[config.mk]
export PLATFORM = sky130hd
export DESIGN_NAME = alu_issue_unit
export DESIGN_NICKNAME = d
export VERILOG_FILES = /design/src/rtl/alu_issue_unit.sv
export SDC_FILE = /design/constraint.sdc
export NUM_CORES = 1
export LEC_CHECK = 0
export ABC_CLOCK_PERIOD_IN_PS = 4700
export CAP_MARGIN = 20
export CELL_PAD_IN_SITES_DETAIL_PLACEMENT = 2
export CELL_PAD_IN_SITES_GLOBAL_PLACEMENT = 2
export CORE_ASPECT_RATIO = 0.75
export CORE_MARGIN = 1.5
export CORE_UTILIZATION = 38
export DETAILED_ROUTE_END_ITERATION = 6
export DONT_BUFFER_PORTS = 1
export PLACE_DENSITY_LB_ADDON = 0.2
export SYNTH_ARGS = -nofsm -noshare
export SYNTH_HDL_FRONTEND = slang
export SYNTH_SLANG_ARGS = --single-unit
[constraint.sdc]
create_clock -name clk -period 4.7 [get_ports clk]
set_clock_uncertainty 0.15 [all_clocks]
set_input_delay 0.47 -clock clk [delete_from_list [all_inputs] [get_ports clk]]
set_output_delay 0.47 -clock clk [all_outputs]
set_load 0.02 [all_outputs]
[src/rtl/alu_issue_unit.sv]
// Fetch/issue sequencer: fetches one word at a time, hands it to the ALU and
// computes the next pc from the branch opcode and the ALU's zero flag.
//
//   state      | meaning
//   -----------+----------------------------------------------------------
//   S_IDLE     | out of reset, waiting for start
//   S_FETCH    | imem_req high for one cycle at imem_addr = pc
//   S_WAIT_MEM | waiting for imem_rvalid; word captured into instr
//   S_ISSUE    | instr_valid high, instr held until alu_ready
//   S_WAIT_ALU | waiting for alu_done; next pc resolved from alu_flags
//   S_HALT     | halt word fetched; pc/instr/issued_cnt frozen until start
module alu_issue_unit #(
  parameter logic [31:0] RESET_PC  = 32'h0000_0000,
  parameter logic [31:0] HALT_WORD = 32'hFFFF_FFFF
) (
  input  logic        clk,
  input  logic        rst_n,
  input  logic        start,
  output logic        imem_req,
  output logic [31:0] imem_addr,
  input  logic        imem_rvalid,
  input  logic [31:0] imem_rdata,
  output logic [31:0] instr,
  output logic        instr_valid,
  input  logic        alu_ready,
  input  logic        alu_done,
  input  logic [2:0]  alu_flags,
  output logic [31:0] pc,
  output logic [15:0] issued_cnt,
  output logic        busy,
  output logic        halted
);

  typedef enum logic [2:0] {
    S_IDLE,
    S_FETCH,
    S_WAIT_MEM,
    S_ISSUE,
    S_WAIT_ALU,
    S_HALT
  } state_t;

  localparam logic [5:0] OP_BEQ = 6'b000100;
  localparam logic [5:0] OP_BNE = 6'b000101;

  state_t      state_q, state_d;
  logic [31:0] pc_q, pc_d;
  logic [31:0] instr_q, instr_d;
  logic [15:0] cnt_q, cnt_d;

  logic [5:0]  opcode;
  logic        branch_taken;
  logic [31:0] branch_off;
  logic [31:0] pc_seq;
  logic        flags_unused;

  // Only the zero flag steers control flow.
  assign flags_unused = ^alu_flags[2:1];

  assign opcode       = instr_q[31:26];
  assign branch_off   = {{14{instr_q[15]}}, instr_q[15:0], 2'b00};
  assign pc_seq       = pc_q + 32'd4;
  assign branch_taken = ((opcode == OP_BEQ) &&  alu_flags[0]) ||
                        ((opcode == OP_BNE) && !alu_flags[0]);

  always_comb begin
    state_d = state_q;
    pc_d    = pc_q;
    instr_d = instr_q;
    cnt_d   = cnt_q;
    case (state_q)
      S_IDLE, S_HALT: begin
        if (start) begin
          state_d = S_FETCH;
          pc_d    = RESET_PC;
          cnt_d   = 16'd0;
        end
      end
      S_FETCH: state_d = S_WAIT_MEM;
      S_WAIT_MEM: begin
        if (imem_rvalid) begin
          instr_d = imem_rdata;
          state_d = (imem_rdata == HALT_WORD) ? S_HALT : S_ISSUE;
        end
      end
      S_ISSUE: begin
        // alu_done in this cycle belongs to no instruction and is dropped.
        if (alu_ready) begin
          state_d = S_WAIT_ALU;
          cnt_d   = (cnt_q == 16'hFFFF) ? cnt_q : cnt_q + 16'd1;
        end
      end
      S_WAIT_ALU: begin
        if (alu_done) begin
          state_d = S_FETCH;
          pc_d    = branch_taken ? (pc_seq + branch_off) : pc_seq;
        end
      end
      default: state_d = S_IDLE;
    endcase
  end

  always_ff @(posedge clk or negedge rst_n) begin
    if (!rst_n) begin
      state_q <= S_IDLE;
      pc_q    <= RESET_PC;
      instr_q <= 32'd0;
      cnt_q   <= 16'd0;
    end else begin
      state_q <= state_d;
      pc_q    <= pc_d;
      instr_q <= instr_d;
      cnt_q   <= cnt_d;
    end
  end

  assign imem_req    = (state_q == S_FETCH);
  assign imem_addr   = pc_q;
  assign instr       = instr_q;
  assign instr_valid = (state_q == S_ISSUE);
  assign pc          = pc_q;
  assign issued_cnt  = cnt_q;
  assign busy        = (state_q != S_IDLE) && (state_q != S_HALT);
  assign halted      = (state_q == S_HALT);

endmodule

After elaboration in Yosys (flattened, before gate mapping)
Cells that the tools add are included.
W data, S select, Z words.
{"block": "word_totals", "input_bits": 41, "reg_bits": 83, "out_inout_bits": 116, "elab_cells": 50}
{"block": "classes", "n_eq_ne": 15, "n_mux": 14, "add_sub_neg": 3, "reduce_logical": 14}
{"operator": "$mux W32", "count": 3}
{"operator": "$pmux W32 S2", "count": 1}
{"operator": "$mux W16", "count": 3}
{"operator": "$add A32 B3 Y32 const B", "count": 1}
{"operator": "$add A32 B32 Y32", "count": 1}
{"operator": "$eq A32 B32 Y1 const B", "count": 1}
{"operator": "$pmux W16 S2", "count": 1}
{"operator": "$add A16 B1 Y16 const B", "count": 1}
{"operator": "$eq A16 B16 Y1 const B", "count": 1}
{"operator": "$mux W3", "count": 5}
{"operator": "$pmux W3 S5", "count": 1}
{"operator": "$eq A6 B3 Y1 const B", "count": 2}
{"operator": "$ne A2 B2 Y1 const B", "count": 4}
{"operator": "$reduce_and A4 Y1", "count": 2}
{"operator": "$eq A3 B2 Y1 const B", "count": 2}
{"operator": "$eq A3 B3 Y1 const B", "count": 2}
{"operator": "$reduce_bool A2 Y1", "count": 2}
{"operator": "$eq A3 B1 Y1 const B", "count": 1}
{"operator": "$logic_and A1 B1 Y1", "count": 3}
{"operator": "$logic_not A3 Y1", "count": 1}
{"operator": "$ne A3 B3 Y1 const B", "count": 1}
{"operator": "$reduce_and A3 Y1", "count": 1}
{"operator": "$reduce_bool A3 Y1", "count": 1}
{"operator": "$ne A2 B1 Y1 const B", "count": 1}
{"operator": "other kinds (4)", "count": 4}

Logic depth before layout (Yosys ltp)
{"block": "logic_depth", "depth_word": 6, "depth_mapped": 18, "depth_no_buf": 16}

Least setup slack after synthesis
Ideal clock, no wire load.
{"block": "synth_path", "path_type": "flip-flop to flip-flop", "from": "register pc_q[4] (netlist: imem_addr[4])", "to": "register pc_q[31] (netlist: imem_addr[31])", "path_buffers": 2, "t_arrival_ns": 3.690, "setup_time_ns": 0.118, "period_less_slack_ns": 3.958, "path_stages_with_launch": 17, "path_slack_ns": 0.742, "required_ns": 4.432, "path_cell_list": "dfrtp_1 and3_1 clkbuf_1 and3_1 nand2_1 nor2_2 nand3_1 xnor2_1 ha_1 clkbuf_1 nand3_1 o21ai_0 a211oi_2 or4b_1 a21o_1 a31o_1 a21o_1"}
{"block": "synth_between", "elab_chain_cells": 5}
{"element": "start, declared", "line": "47", "text": "logic [31:0] pc_q, pc_d;"}
{"element": "start signal, assigned", "line": "111", "text": "pc_q <= pc_d;"}
{"element": "$add A32 B3 Y32 *", "line": "62", "text": "assign pc_seq = pc_q + 32'd4;"}
{"element": "$add A32 B32 Y32", "line": "96", "text": "pc_d = branch_taken ? (pc_seq + branch_off) : pc_seq;"}
{"element": "$mux W32 *", "line": "96"}
{"element": "$mux W32 *", "line": "94", "text": "if (alu_done) begin"}
{"element": "$pmux W32 S2 *", "line": "71", "text": "case (state_q)"}
Every way passes the cells marked *; elsewhere a longest branch is shown, timed or not. The select of a mux whose other input is x is not followed.
A chain may end at the register's enable or synchronous reset.

Worst setup path in the final report
{"block": "layout_path", "from": "register pc_q[7] (netlist: imem_addr[7])", "to": "register pc_q[31] (netlist: imem_addr[31])"}
The elaborated chain is that of the path after synthesis.

==> impl_metrics.tcl <==
set metrics [dict create \
    status "finished clean" \
    postCtsSetupBuffers 0 \
    grt_pass1_vias 5775 \
    antenna_found_initial 0 \
    drt-total-wl_um 19970 \
    power.density_nw_per_um2 519.0 \
    vias_per_cell 5.815 \
    floorplan.die_area_sq_um 16890 \
    final_layout_size_suffix_gt1_frac 0.1274 \
    ir_drop_v 0.0002563 \
    start_kind "register" \
    end_kind "register" \
    drc_errors 0 \
    p_leak_uw 0.002908 \
    synth_async_sr_flop_share 1.000 \
    dr.pass1.iters 4 \
    worstSetupEndpoint "imem_addr[31]$_DFFE_PN0P_" \
    diodes 0 \
    path_clk_slew_ns 0.07 \
    fmax_ghz 0.2291 \
    layout-area-overhead-vs-synth_pct 6.950 \
    rsz0062_at_grt "no" \
    yosys_warnings 0 \
    io_buffer_count 0 \
    ys.flop_type "dfrtp_1" \
    cts_sinks 81 \
    hpwl_um 15060 \
    worstSkewPairLatency_ns 0.35 \
    fin_tns_setup_ns 0 \
    num_vias 5164 \
    gp_congestion 0.8736 \
    grt_usage 0.2487 \
    clockRootBuffer "clkbuf_16" \
    num-nets-final 756 \
    relSlewSlack 0.4835 \
    worstPathRequired_ns 4.80 \
    io_pins 157 \
    r2r_start "imem_addr[7]$_DFFE_PN0P_" \
    setup_viol 0 \
    synth_top_cell_area_share 0.3312 \
    maxCapViolCount 0 \
    start_util 0.3957 \
    critPathKind "reg2reg" \
    reg2reg_to "imem_addr[31]$_DFFE_PN0P_" \
    synth_cell_types 65 \
    ant_nets 0 \
    crit_path_max_fanout 5 \
    worst_slew_pin_slew_ns 0.7676 \
    final-hold-violation-count 0 \
    drt-initial-drc-count 195 \
    grt_start_max_net_pins 82 \
    clockBufferDepth 2 \
    ctsHtreeMaxLevel 3 \
    synth_top_area_cell "dfrtp_1" \
    synthesis.instances 698 \
    fp.dieH_um 112.9 \
    final_max_slew_viol_count 0 \
    row_count 39 \
    cts_tree "done" \
    hp-class "in2reg" \
    r2r_slack_ns 0.33 \
    startpoint "imem_addr[7]$_DFFE_PN0P_" \
    cp.arrival_ns 4.46 \
    final_util 0.4232 \
    syn_area_per_cell_sq_um 8.769 \
    min_period_over_period 0.9287 \
    synth_top_cells_by_area "dfrtp_1 33%, ha_1 7.4%, mux2_2 6.3%" \
    die_w_um 149.6 \
    cts_buffers 9 \
    wl_per_cell_um 22.49 \
    yosysSeqAreaShare 0.3312 \
    reg2reg_depth 16 \
    synth-edff-count 0 \
    grt_first_pass_wirelength_um 32420 \
    grt_overflow 0 \
    core_area_sq_um 15470 \
    syn_area_sq_um 6121 \
    period_needed_ns 4.365 \
    synth_seq_cells 81 \
]
-- timing repair --
action | in CTS | in global routing
resized for setup | 0 | 1
setup endpoints to repair | 0 | 1
hold endpoints to repair | 81 | 0
hold buffers | 2 | 0
-- synth_stat cells (3+ instances only) --
cell type / instances
a211oi_1: 6
a21o_1: 21
a21oi_1: 43
a22o_1: 4
a22oi_1: 6
a31oi_1: 3
and2_1: 3
and3_1: 17
buf_2: 4
buf_4: 35
clkbuf_1: 20
dfrtp_1: 81
ha_1: 36
inv_1: 14
mux2_2: 34
nand2_1: 56
nand2b_1: 11
nand3_1: 36
nand3b_1: 3
nand4_1: 15
nor2_1: 47
nor2b_1: 4
nor3_1: 15
nor4_1: 4
o211ai_1: 4
o21a_1: 5
o21ai_0: 55
o21ai_1: 4
o221ai_1: 6
o31ai_1: 5
or3_1: 5
xnor2_1: 33
xor2_1: 24
-- state kept, by name, indices dropped and copies added, names as in the netlist --
register and cells:
instr 32, imem_addr 30, issued_cnt 16, state_q 3
-- worst max-delay path, cell delays in order (launching register included) --
cell	delay (ns)
dfrtp_1	0.36
and3_1	0.21
and3_1	0.21
nand3_1	0.19
nor2_1	0.25
buf_4	0.20
and2_1	0.18
xor2_1	0.09
ha_1	0.41
and2_1	0.26
o2111ai_1	0.17
o21ai_2	0.32
a211oi_2	0.14
or4b_1	0.55
a21o_1	0.19
a31o_1	0.21
a21o_1	0.17
-- where the power goes --
group / total (uW) / internal, uW / switching, uW / leakage, uW
logic: 1390 / 553 / 836 / 0.00171
clock network: 710 / 379 / 331 / 0.000136
registers: 1300 / 868 / 431 / 0.00106
total: 3400 / 1800 / 1600 / 0.00291
-- final cells by class --
type | count | area, sq um
clock inverter | 6 | 50.05
fill | 1699 | 8922
timing repair buffer | 28 | 240.2
sequential | 81 | 2027
inverter | 14 | 52.55
clock buffer | 10 | 239.0
tap | 205 | 256.5
multi-input combinational | 544 | 3681
-- per-layer routing --
| metal | up-vias | GRT usage | routed length (um) |
|---|---|---|---|
| met4 | 0 | 0.06007 | 289 |
| met1 | 2587 | 0.3236 | 9243 |
| met2 | 109 | 0.4123 | 9411 |
| met5 | - | 0 | 0 |
| met3 | 23 | 0.06411 | 1023 |
| li1 | 2445 | - | - |
-- how the worst min path moves through the flow --
stage,cells past startpoint,end,startpoint,slack (ns)
2_1_floorplan,0,imem_addr[10]$_DFFE_PN0P_,rst_n,0.02
3_3_place_gp,0,issued_cnt[12]$_DFFE_PN0P_,rst_n,0.03
3_5_place_dp,0,issued_cnt[12]$_DFFE_PN0P_,rst_n,0.03
4_1_cts,2,instr[1]$_DFFE_PN0P_,imem_rdata[1],0.08
5_1_grt,1,instr[19]$_DFFE_PN0P_,imem_rdata[19],0.1
6_report,2,instr[1]$_DFFE_PN0P_,imem_rdata[1],0.09
-- cell usage in the layout (no fill, tap or decap), types with 3 or more instances in the layout --
| master | netlist | final |
|---|---|---|
| a211oi_1 | 6 | 6 |
| a21o_1 | 21 | 21 |
| a21oi_1 | 43 | 43 |
| a22o_1 | 4 | 4 |
| a22oi_1 | 6 | 6 |
| a31oi_1 | 3 | 3 |
| and2_1 | 3 | 3 |
| and3_1 | 17 | 17 |
| buf_4 | 35 | 25 |
| clkbuf_16 | 0 | 9 |
| conb_1 | 1 | 4 |
| dfrtp_1 | 81 | 81 |
| ha_1 | 36 | 36 |
| inv_1 | 14 | 14 |
| mux2_2 | 34 | 34 |
| nand2_1 | 56 | 56 |
| nand2b_1 | 11 | 11 |
| nand3_1 | 36 | 36 |
| nand3b_1 | 3 | 3 |
| nand4_1 | 15 | 15 |
| nor2_1 | 47 | 47 |
| nor2b_1 | 4 | 4 |
| nor3_1 | 15 | 14 |
| nor4_1 | 4 | 4 |
| o211ai_1 | 4 | 4 |
| o21a_1 | 5 | 5 |
| o21ai_0 | 55 | 55 |
| o21ai_1 | 4 | 4 |
| o221ai_1 | 6 | 6 |
| o31ai_1 | 5 | 5 |
| or3_1 | 5 | 5 |
| xnor2_1 | 33 | 33 |
| xor2_1 | 24 | 24 |
-- logic make-up (layout without fill, tap and decap cells) --
logic type      Yosys count  in the layout  share of synthesized area
buf+inv                  76             58                    0.07011
xor+xnor                 57             57                    0.08156
compound gates          182            182                     0.1885
simple gates            228            228                     0.1854
mux                      36             36                    0.06582
other cells               1              4                  0.0006127
flops                    81             81                     0.3312
fa+ha+maj                37             37                    0.07686
-- metrics by stage --
stage / cell area, sq um / hold WS (ns) / power [uW] / setup slack (ns) / instances
3_5_place_dp: 6215 / 0.02629 / 2684 / 0.3818 / 870
2_1_floorplan: 6132 / 0.02441 / 2313 / 0.7421 / 701
4_1_cts: 6541 / 0.08234 / 3434 / 0.3650 / 888
5_1_grt: 6546 / 0.09611 / 3645 / 0.05934 / 888
6_report: 6546 / 0.09148 / 3397 / 0.3349 / 888
3_3_place_gp: 6200 / 0.02619 / 2575 / 0.5702 / 869
Note: power is estimated with default switching activity, not from simulation.
==> RTL edit 1, RTL diff (same flow settings) <==
Re-encode `state_t` (6 states) as one-hot, 6 bits wide.
--- a/src/rtl/alu_issue_unit.sv
+++ b/src/rtl/alu_issue_unit.sv
@@ -33,9 +33,9 @@
 
-  typedef enum logic [2:0] {
-    S_IDLE,
-    S_FETCH,
-    S_WAIT_MEM,
-    S_ISSUE,
-    S_WAIT_ALU,
-    S_HALT
+  typedef enum logic [5:0] {
+    S_IDLE     = 6'b000001,
+    S_FETCH    = 6'b000010,
+    S_WAIT_MEM = 6'b000100,
+    S_ISSUE    = 6'b001000,
+    S_WAIT_ALU = 6'b010000,
+    S_HALT     = 6'b100000
   } state_t;
Behaviour: no difference found for any inputs over 10 cycles, from zero or initial values and one cycle with rst_n low; not proved beyond that.
==> RTL edit 1 against the original RTL <==
The flow now finishes with violations (DRC). Via count grew 3.8%. Area after synthesis is 4.9% higher. Power shrank 15%. Sequential cell count grew 3. Routed wire length is 4.4% higher. Die area rose by 4.8%. Count of clock-buffer cells in the layout fell by 1. Cell area grew 4.0%. Setup slack worse by 0.089 ns. Sequential power down 8%. Synthesized cell count increased by 3.2%.
==> RTL edit 1: results (changes against the original RTL) <==
\begin{tabular}{lr}
\hline
Metric & Value \\
\hline
\multicolumn{2}{l}{\textbf{Power}} \\
Maximum VDD drop & 0.225 mV (-12\%) \\
Power of the sequential group & 1.19 mW (-8\%) \\
Power spent charging and discharging nets & 1.25 mW (-22\%) \\
Leakage power & 3.10 nW (+6.8\%) \\
\multicolumn{2}{l}{\textbf{Placement}} \\
Worst-case setup slack after placement & 0.306 ns (-0.0756 ns) \\
Final HPWL from detailed placement & 16.1 mm (+6.8\%) \\
Routability-driven placement congestion ratio & 0.824 (-5.6\%) \\
\multicolumn{2}{l}{\textbf{Detailed routing}} \\
Drt first pass iters & 7 (+3) \\
Initial DRC Count & 259 (+33\%) \\
Number of vias per cell & 5.83 (+0.29\%) \\
Final routed DRC violation total & 12 (+12) \\
DRT Wirelength & 20.8 mm (+4.4\%) \\
\multicolumn{2}{l}{\textbf{Critical path}} \\
WP data arrival & 4.59 ns (+0.13 ns) \\
Largest fanout on the critical path & 7 (+2) \\
\multicolumn{2}{l}{\textbf{Synthesis}} \\
Top cells by area, synth & dfrtp\_1 (32\%), ha\_1 (7.0\%), mux2\_2 (5.6\%) \\
Most numerous cell types in the synthesized netlist & dfrtp\_1 (83), nand2\_1 (66), nor2\_1 (59) \\
Share of cell area taken by muxes after synthesis & 5.77\% (-0.82 points) \\
Xor and xnor fraction of the mapped netlist area & 8.59\% (+0.43 points) \\
Share of synthesized area occupied by flip-flops and latches & 32.7\% (-0.37 points) \\
Share of the synthesized area in compound gates (AO/OA/AOI/OAI) & 19.1\% (+0.22 points) \\
\multicolumn{2}{l}{\textbf{Timing}} \\
Minimum clock period after layout & 4.45 ns (+0.0895 ns) \\
Transition time of the tightest slew-check pin & 1.08 ns (+0.310 ns) \\
\multicolumn{2}{l}{\textbf{Outcome}} \\
Violated checks & DRC \\
Outcome & complete, but fails checks \\
\multicolumn{2}{l}{\textbf{Cells and area}} \\
Share of layout cells above drive strength 1 & 14.5\% (+1.8 points) \\
Area taken by flip-flops and latches & 0.00210 mm² (+3.8\%) \\
Final nets & 782 (+3.4\%) \\
\multicolumn{2}{l}{\textbf{GRT}} \\
Total GRT Usage & 24.4\% (-0.44 points) \\
Maximum number of pins on one net before global-route repair & 85 (+3.7\%) \\
\hline
\end{tabular}
RTL edit 1: what timing repair did:
item	in CTS	in global routing
setup buffers	0	0
endpoints found under the hold margin	84	0
setup endpoints to repair	0	1
hold buffers	2	0
resized for setup	0	2
RTL edit 1: worst max-delay path, stage by stage (launching register included):
cell,delay [ns]
dfrtp_1,0.45
ha_1,0.20
nand2_1,0.09
nor2_1,0.18
nand3_1,0.24
nor3_1,0.34
nand2_1,0.12
xnor2_1,0.32
ha_1,0.38
a21o_1,0.22
a21o_1,0.20
a21o_2,0.24
a221oi_4,0.29
o31ai_2,0.11
xor2_1,0.32
nand3_1,0.16
a211o_1,0.32
o21ai_1,0.07
RTL edit 1: cell type report:
class	instances	area share, %
clock buffers	9	3.31
clock inverters	7	1.19
inverters	17	0.937
multi-input cells	560	55.9
flip-flops and latches	84	30.9
well taps	210	3.86
repair buffers	32	3.86
RTL edit 1: through the flow:
stage                     hold slack, ns  instances  cell area [µm²]  utilization, %
after global placement            0.0270        901             6460            39.7
after global routing              0.0573        919             6810            41.9
after CTS                         0.0583        919             6800            41.8
after detailed placement          0.0268        901             6460            39.7
after floorplan                   0.0244        723             6430               -
final                             0.0699        919             6810            41.9
RTL edit 1: final timing paths:
path	start	endpoint	slack, ns	cells past startpoint
min in group asynchronous	rst_n	instr[12]	0.50	2
max	imem_addr[3]	imem_addr[31]	0.25	17
max in group asynchronous	rst_n	state_q[0]	3.50	2
min reg2reg	state_q[0]	state_q[0]	0.42	2
max reg2reg	imem_addr[3]	imem_addr[31]	0.25	17
min	alu_done	state_q[4]	0.07	1
RTL edit 1: routing by layer:
layer	share of wire, %	track usage, %	vias up	wire length [µm]
li1	-	-	2509	-
met5	0	0	-	0
met1	46	31.6	2707	9640
met2	45	39.9	128	9430
met4	1.2	5.62	0	251
met3	7.3	7.93	16	1520
==> RTL edit 2, RTL diff (same settings) <==
Without the edit above. `HALT_WORD`: 32'hFFFF_FFFF -> 32'h7FFFFFFF.
--- a/src/rtl/alu_issue_unit.sv
+++ b/src/rtl/alu_issue_unit.sv
@@ -13,3 +13,3 @@
   parameter logic [31:0] RESET_PC  = 32'h0000_0000,
-  parameter logic [31:0] HALT_WORD = 32'hFFFF_FFFF
+  parameter logic [31:0] HALT_WORD = 32'h7FFFFFFF
 ) (
Formal check against the unedited RTL: not equivalent (Yosys sat finds a counterexample within 4 cycles, from zero or initial values and one cycle with rst_n low).
==> RTL edit 2 against the original RTL <==
Sequential power barely moved. Setup slack better by 0.028 ns. Worst hold slack got worse by 0.0045 ns. Area after synthesis barely moved. Power increased by 3.7%. Sequential cell count stayed put. Cell area grew 0.90%. Routed wire length fell by 1.5%. Non-clock buffer count stayed put.
==> RTL edit 2: results (changes against the original RTL) <==
\begin{tabular}{lr}
\hline
Metric & Value \\
\hline
\multicolumn{2}{l}{\textbf{Outcome}} \\
Outcome & completed \\
\multicolumn{2}{l}{\textbf{Timing}} \\
Peak Freq & 231 MHz (+0.65\%) \\
Max-Slew Margin vs Limit & 48.3\% (about the same) \\
\multicolumn{2}{l}{\textbf{Critical path}} \\
Reg2Reg Capture Point & imem\_addr[29] \\
Startpoint of the worst setup timing path & imem\_addr[2] \\
Startpoint of the worst register-to-register path & imem\_addr[2] \\
Largest fanout on the critical path & 8 (+3) \\
WP data arrival & 4.39 ns (-0.07 ns) \\
\multicolumn{2}{l}{\textbf{Synthesis}} \\
Share of synthesized area occupied by flip-flops and latches & 33.1\% (about the same) \\
Xor and xnor fraction of the mapped netlist area & 8.15\% (about the same) \\
Area share of fa/ha/maj cells after synthesis & 7.68\% (about the same) \\
Top cells by area, synth & dfrtp\_1 (33\%), ha\_1 (7.4\%), mux2\_2 (6.3\%) \\
Share of the synthesized area in compound gates (AO/OA/AOI/OAI) & 18.8\% (about the same) \\
\multicolumn{2}{l}{\textbf{Power}} \\
Sequential group share of total power & 36.9\% (-1.3 points) \\
Leakage power & 2.94 nW (+1.1\%) \\
Power spent charging and discharging nets & 1.59 mW (-0.42\%) \\
Maximum VDD drop & 0.237 mV (-7.4\%) \\
Total Power & 3.52 mW (+3.7\%) \\
\multicolumn{2}{l}{\textbf{Cells and area}} \\
Count of fill cells added during filler insertion & 1,684 (-0.88\%) \\
Post-synthesis to final-layout area growth & 7.87\% \\
Share of layout cells above drive strength 1 & 12.6\% (-0.15 points) \\
\multicolumn{2}{l}{\textbf{Placement}} \\
Routability-driven placement congestion ratio & 0.847 (-3.1\%) \\
Worst-case setup slack after placement & 0.412 ns (+0.0304 ns) \\
Placed inst area & 0.00623 mm² (+0.24\%) \\
\multicolumn{2}{l}{\textbf{Detailed routing}} \\
Initial DRC Count & 188 (-3.6\%) \\
\multicolumn{2}{l}{\textbf{GRT}} \\
Total GRT Usage & 24.4\% (-0.51 points) \\
\hline
\end{tabular}
-- RTL edit 2: cell count changes after synthesis, sizes merged --
cell    delta
nand4      -1
nand4b     +1
-- RTL edit 2: per-layer routing --
layer  vias to the layer above  part of all wire [%]  global-route usage [%]
met5                         -                     0                       0
met4                         0                  0.98                    4.69
met2                       103                    46                    40.3
met1                      2657                    47                    32.2
li1                       2441                     -                       -
met3                        19                   5.5                    6.37
-- RTL edit 2: final cells by class --
class                      instances  area share [%]
clock buffer                      11            3.83
clock inverter                     5            1.29
inverter                          14           0.796
multi-input combinational        544            55.7
sequential                        81            30.7
tap                              205            3.88
timing repair buffer              28            3.83
-- RTL edit 2: worst min path at each step --
| stage | end | startpoint | slack, ns | cells after the start |
|---|---|---|---|---|
| final | instr[1] | imem_rdata[1] | 0.09 | 2 |
| after global routing | instr[24] | imem_rdata[24] | 0.10 | 1 |
| after CTS | instr[1] | imem_rdata[1] | 0.08 | 2 |
| after detailed placement | issued_cnt[13] | rst_n | 0.03 | 0 |
| after global placement | issued_cnt[12] | rst_n | 0.03 | 0 |
| after floorplan | imem_addr[10] | rst_n | 0.02 | 0 |
-- RTL edit 2: timing repair --
item | 4_1_cts | 5_1_grt
gates resized for setup | 0 | 0
hold buffers | 2 | 0
buffers inserted | 0 | 0
hold endpoints to repair | 81 | 0
-- RTL edit 2: worst max-delay path: stages, from the launching register on --
cell	delay, ns
dfrtp_1	0.49
ha_1	0.32
nand3_1	0.24
nor2_1	0.18
xor2_1	0.24
ha_1	0.37
a21o_1	0.25
nand2b_1	0.19
a2111oi_2	0.49
o21ai_2	0.24
a211oi_1	0.41
o21bai_1	0.10
a21oi_1	0.19
xor2_1	0.17
o221ai_1	0.14
